$ cat config.mk
export PLATFORM = sky130hd
export DESIGN_NAME = trace_packet_buffer
export DESIGN_NICKNAME = d
export VERILOG_FILES = /design/src/rtl/trace_packet_buffer.sv
export SDC_FILE = /design/constraint.sdc
export NUM_CORES = 2
export LEC_CHECK = 0
export CORE_ASPECT_RATIO = 0.7
export CORE_MARGIN = 5
export CORE_UTILIZATION = 40
export CTS_BUF_LIST = sky130_fd_sc_hd__clkbuf_8
export CTS_CLUSTER_DIAMETER = 60
export DETAILED_ROUTE_END_ITERATION = 8
export SETUP_SLACK_MARGIN = 0.05
export SLEW_MARGIN = 5
export SYNTH_ARGS = -nofsm -noshare
export SYNTH_HDL_FRONTEND = slang
export SYNTH_SLANG_ARGS = --single-unit
$ cat constraint.sdc
create_clock -name clk -period 9.2 [get_ports clk]
set_clock_uncertainty 0.15 [all_clocks]
set_input_delay 1.84 -clock clk [delete_from_list [all_inputs] [get_ports clk]]
set_output_delay 1.84 -clock clk [all_outputs]
set_load 0.01 [all_outputs]
$ cat src/rtl/trace_packet_buffer.sv
// Trace packet buffer: drops filtered items, queues kept items in a FWFT FIFO and frames them
// into PKT_LEN-item packets. Define TRACE_TIMESTAMP_EN to prepend a 32-bit cycle timestamp.
module trace_packet_buffer #(
  parameter int unsigned PC_WIDTH  = 64,
  parameter int unsigned DEPTH     = 16,
  parameter int unsigned PKT_LEN   = 8,
  parameter int unsigned CNT_WIDTH = 32
) (
  input  logic                 clk,
  input  logic                 rst_n,
  input  logic                 en,
  input  logic                 trace_valid,
  input  logic [PC_WIDTH-1:0]  pc,
  input  logic [31:0]          instr,
  input  logic                 drop_instr,
  input  logic                 flush,
`ifdef TRACE_TIMESTAMP_EN
  output logic [PC_WIDTH+63:0] m_tdata,
`else
  output logic [PC_WIDTH+31:0] m_tdata,
`endif
  output logic                 m_tvalid,
  output logic                 m_tlast,
  input  logic                 m_tready,
  output logic                 overflow,
  input  logic                 clear_stats,
  output logic [CNT_WIDTH-1:0] kept_cnt,
  output logic [CNT_WIDTH-1:0] dropped_cnt,
  output logic [CNT_WIDTH-1:0] lost_cnt
);

  localparam int unsigned AW = $clog2(DEPTH);
  localparam int unsigned PW = (PKT_LEN > 1) ? $clog2(PKT_LEN) : 1;
`ifdef TRACE_TIMESTAMP_EN
  localparam int unsigned DW = PC_WIDTH + 64;
`else
  localparam int unsigned DW = PC_WIDTH + 32;
`endif

  logic [DW-1:0]        data_mem_q [DEPTH];
  logic [DEPTH-1:0]     last_mem_q;
  logic [AW:0]          wr_ptr_q, rd_ptr_q;
  logic [PW-1:0]        pos_q, pos_d;
  logic                 flush_pend_q, flush_pend_d;
  logic [CNT_WIDTH-1:0] kept_q, dropped_q, lost_q;
  logic                 overflow_q;
  logic [DW-1:0]        wr_data;

  logic empty, full, item, keep_ev, drop_ev, push, lost_ev, pop, wr_last;

  assign empty   = (wr_ptr_q == rd_ptr_q);
  assign full    = (wr_ptr_q[AW] != rd_ptr_q[AW]) && (wr_ptr_q[AW-1:0] == rd_ptr_q[AW-1:0]);
  assign item    = en & trace_valid;
  assign keep_ev = item & ~drop_instr;
  assign drop_ev = item & drop_instr;
  // Full blocks the write even when the head is popped in the same cycle.
  assign push    = keep_ev & ~full;
  assign lost_ev = keep_ev & full;
  assign pop     = ~empty & m_tready;
  assign wr_last = (pos_q == PW'(PKT_LEN - 1)) | flush | flush_pend_q;

`ifdef TRACE_TIMESTAMP_EN
  logic [31:0] ts_q;

  always_ff @(posedge clk or negedge rst_n) begin
    if (!rst_n) begin
      ts_q <= '0;
    end else begin
      ts_q <= ts_q + 32'd1;
    end
  end

  assign wr_data = {ts_q, pc, instr};
`else
  assign wr_data = {pc, instr};
`endif

  function automatic logic [CNT_WIDTH-1:0] sat_inc(input logic [CNT_WIDTH-1:0] v);
    return (v == '1) ? v : v + CNT_WIDTH'(1);
  endfunction

  always_comb begin
    pos_d        = pos_q;
    flush_pend_d = flush_pend_q;
    if (push) begin
      flush_pend_d = 1'b0;
      pos_d        = wr_last ? '0 : pos_q + PW'(1);
    end else if (flush) begin
      flush_pend_d = 1'b1;
    end
  end

  // Storage is not reset; the pointers alone define validity.
  always_ff @(posedge clk) begin
    if (push) begin
      data_mem_q[wr_ptr_q[AW-1:0]] <= wr_data;
      last_mem_q[wr_ptr_q[AW-1:0]] <= wr_last;
    end
  end

  always_ff @(posedge clk or negedge rst_n) begin
    if (!rst_n) begin
      wr_ptr_q     <= '0;
      rd_ptr_q     <= '0;
      pos_q        <= '0;
      flush_pend_q <= 1'b0;
      kept_q       <= '0;
      dropped_q    <= '0;
      lost_q       <= '0;
      overflow_q   <= 1'b0;
    end else begin
      pos_q        <= pos_d;
      flush_pend_q <= flush_pend_d;
      if (push) begin
        wr_ptr_q <= wr_ptr_q + (AW + 1)'(1);
      end
      if (pop) begin
        rd_ptr_q <= rd_ptr_q + (AW + 1)'(1);
      end
      if (clear_stats) begin
        kept_q     <= '0;
        dropped_q  <= '0;
        lost_q     <= '0;
        overflow_q <= 1'b0;
      end else begin
        if (push) begin
          kept_q <= sat_inc(kept_q);
        end
        if (drop_ev) begin
          dropped_q <= sat_inc(dropped_q);
        end
        if (lost_ev) begin
          lost_q     <= sat_inc(lost_q);
          overflow_q <= 1'b1;
        end
      end
    end
  end

  assign m_tvalid    = ~empty;
  assign m_tdata     = empty ? '0 : data_mem_q[rd_ptr_q[AW-1:0]];
  assign m_tlast     = ~empty & last_mem_q[rd_ptr_q[AW-1:0]];
  assign overflow    = overflow_q;
  assign kept_cnt    = kept_q;
  assign dropped_cnt = dropped_q;
  assign lost_cnt    = lost_q;

endmodule

==> flow_summary.ini <==
[run_status]
outcome = finished clean

[layout]
final_cell_mix = edfxtp_1 (1552), mux4_2 (485), clkdlybuf4s50_1 (296), clkbuf_8 (292), inv_1 (110)
fin_util = 0.466
num-nets-final = 3555
fillers = 13456
area_growth_pct = 16.1
fin_area_sq_um = 75700
layout-drive-gt1-share = 0.252
final_common_cell = edfxtp_1

[timing]
rsz0062_at_grt = no
setup_ws_ps = 2330
setup_viol = 0
fmax_mhz = 145
relSlewSlack = 0.190
min_period_ps = 6870
fin_crit_sh = 0.747
tns_ps = 0
tightestPinTransition_ps = 1210
slew_viol_final = 0
final_hold_viol_count = 0

[drt]
vias = 31975
drtAntennaViolNets = 0
wl_per_cell_um = 27.1
drc = 0
wirelength_um = 157000
vias_per_cell = 5.53
first_pass_iters = 7
drt_iter0_markers = 2881

[setup_path]
slowest_stage = dfrtp_4
critPathMaxFanout = 124
path_cells = buf_4 -> buf_12 -> mux4_2 -> mux4_2 -> and2_1 -> clkdlybuf4s50_1
cp_data_required_time_ps = 7210
cp_num_buf_inv = 3
cpMostUsedCell = mux4_2
path_class = reg -> out
crit_arrival_ps = 4880
start_kind = flop
cp_top_family = buffers and inverters
worstSetupEndpointType = output port
slowest_delay_ps = 700

[global_route]
grt_pass1_vias = 33171
grtUsageMet1 = 0.262
grt_pass1_wl_um = 230000
grt_use_met2 = 0.285
grtUsageMet3 = 0.0408
grt_max_degree = 157
antenna_found_initial = 23
grt_use_total = 0.182
grt.busiest_layer = met2
grt.overflow.total = 0

[synth]
synthFlopType = edfxtp_1
ys_warn_count = 0
netlist_area_sq_um = 65200
synth_area_leaders = edfxtp_1 (71%), mux4_2 (17%), dfrtp_1 (4.3%), and2_1 (0.94%), a21oi_1 (0.55%)
syn_inst = 2960
synthArstFlopShare = 0.0667
synth_edf_count = 1552
synth_top_cell_by_area = edfxtp_1
syn_nets = 3074
ys_seq_area_frac = 0.757
synth.distinct_cells = 64
synth-seq-cells = 1663
syn_area_per_cell_sq_um = 22.0
yosysTopAreaCellShare = 0.715

[clock_tree]
cts_root_buffer = clkbuf_8
clockBufferDepth = 4
cts_resized = 0
postCtsHoldBufs = 0
htree_levels = 5
clkLatencyLatePin_ps = 940
cts_buffers = 280
cts_tree = yes
clkTransAtPathRegs_ps = 60
cts_setup_buffers = 0
cts_sinks = 1663

[place]
place.port_buffers = 298
dpl.hpwl_um = 79100
place_area_sq_um = 70800
gp_routability_congestion = 0.759
dp_slack_ps = 3300

[floorplanning]
die_h_um = 348
fp.coreArea_sq_um = 163000
io_pins = 299
die_area_sq_um = 171000
start_util = 0.401
rows = 124
die-width_um = 493

[job]
max_cap_violations = 0

[pwr]
power.leakage_uw = 0.0240
vdd_ir_drop_max_mv = 0.202
power.density_nw_per_um2 = 276

[hold_path]
worst_hold_path_type = reg -> reg
-- final cells by class --
cell class	count	area (sq um)	area share
Inverter	14	52.6	0.000694
Antenna cell	15	37.5	0.000496
Clock inverter	179	907	0.0120
Tap cell	2142	2680	0.0354
Clock buffer	292	4020	0.0531
Timing Repair Buffer	354	3510	0.0464
Multi-Input combinational cell	1128	15100	0.200
Sequential cell	1663	49400	0.652
-- cells in the mapped netlist (all sizes together) (12+ instances only) --
cell type / number
dfrtp: 111
xnor2: 12
inv: 14
buf: 74
or4: 37
nand3: 46
nor2: 46
or3: 35
o21ai: 39
nor4: 15
edfxtp: 1552
a21oi: 72
and2: 98
o31ai: 36
and3: 27
nand4: 28
nor2b: 12
clkbuf: 81
mux4: 485
nand2: 48
-- final timing paths --
path | from | end | slack (ps) | cells after the start
setup / recovery | rd_ptr_q[1]$_DFFE_PN0P_ | m_tdata[62] | 2330 | 6
hold / removal | pos_q[0]$_DFFE_PN0P_ | pos_q[0]$_DFFE_PN0P_ | 330 | 1
setup reg to reg | rd_ptr_q[0]$_DFFE_PN0P_ | data_mem_q[2][45]$_DFFE_PP_ | 4580 | 5
hold reg to reg | pos_q[0]$_DFFE_PN0P_ | pos_q[0]$_DFFE_PN0P_ | 330 | 1
max in group asynchronous | rst_n | rd_ptr_q[0]$_DFFE_PN0P_ | 6750 | 2
min in group asynchronous | rst_n | lost_cnt[30]$_DFFE_PN0P_ | 810 | 1
-- sequential cells by signal, indices dropped and copies added, names as in the netlist --
name          flops
pos_q             3
kept_cnt         32
wr_ptr_q          5
rd_ptr_q          5
dropped_cnt      32
data_mem_q     1536
flush_pend_q      1
last_mem_q       16
overflow          1
lost_cnt         32
-- per-stage QoR --
stage                     total power [uW]  hold slack (ps)  instances
after global placement               15200              306       5301
after floorplan                      12800              292       2960
final                                20900              326       5787
after global routing                 21900              384       5775
after detailed placement             15200              318       5301
after CTS                            21200              329       5772
-- power by group --
group / switching, uW / internal, uW
clock network: 2830 / 3120
registers: 202 / 8480
logic: 2860 / 3370
total: 5900 / 15000
-- kinds of logic after synthesis --
family | share of synthesized area
mux | 0.170
simple gates | 0.0395
fa+ha+maj | 0.00192
compound gates | 0.0163
flops | 0.757
xor+xnor | 0.00294
buf+inv | 0.0125
-- layer usage --
layer / share of wire / vias up
li1: - / 13564
met1: 0.44 / 17125
met2: 0.48 / 1030
met3: 0.065 / 240
met4: 0.018 / 16
met5: 0.00074 / -
No activity file was read; power rests on OpenSTA's default activity.
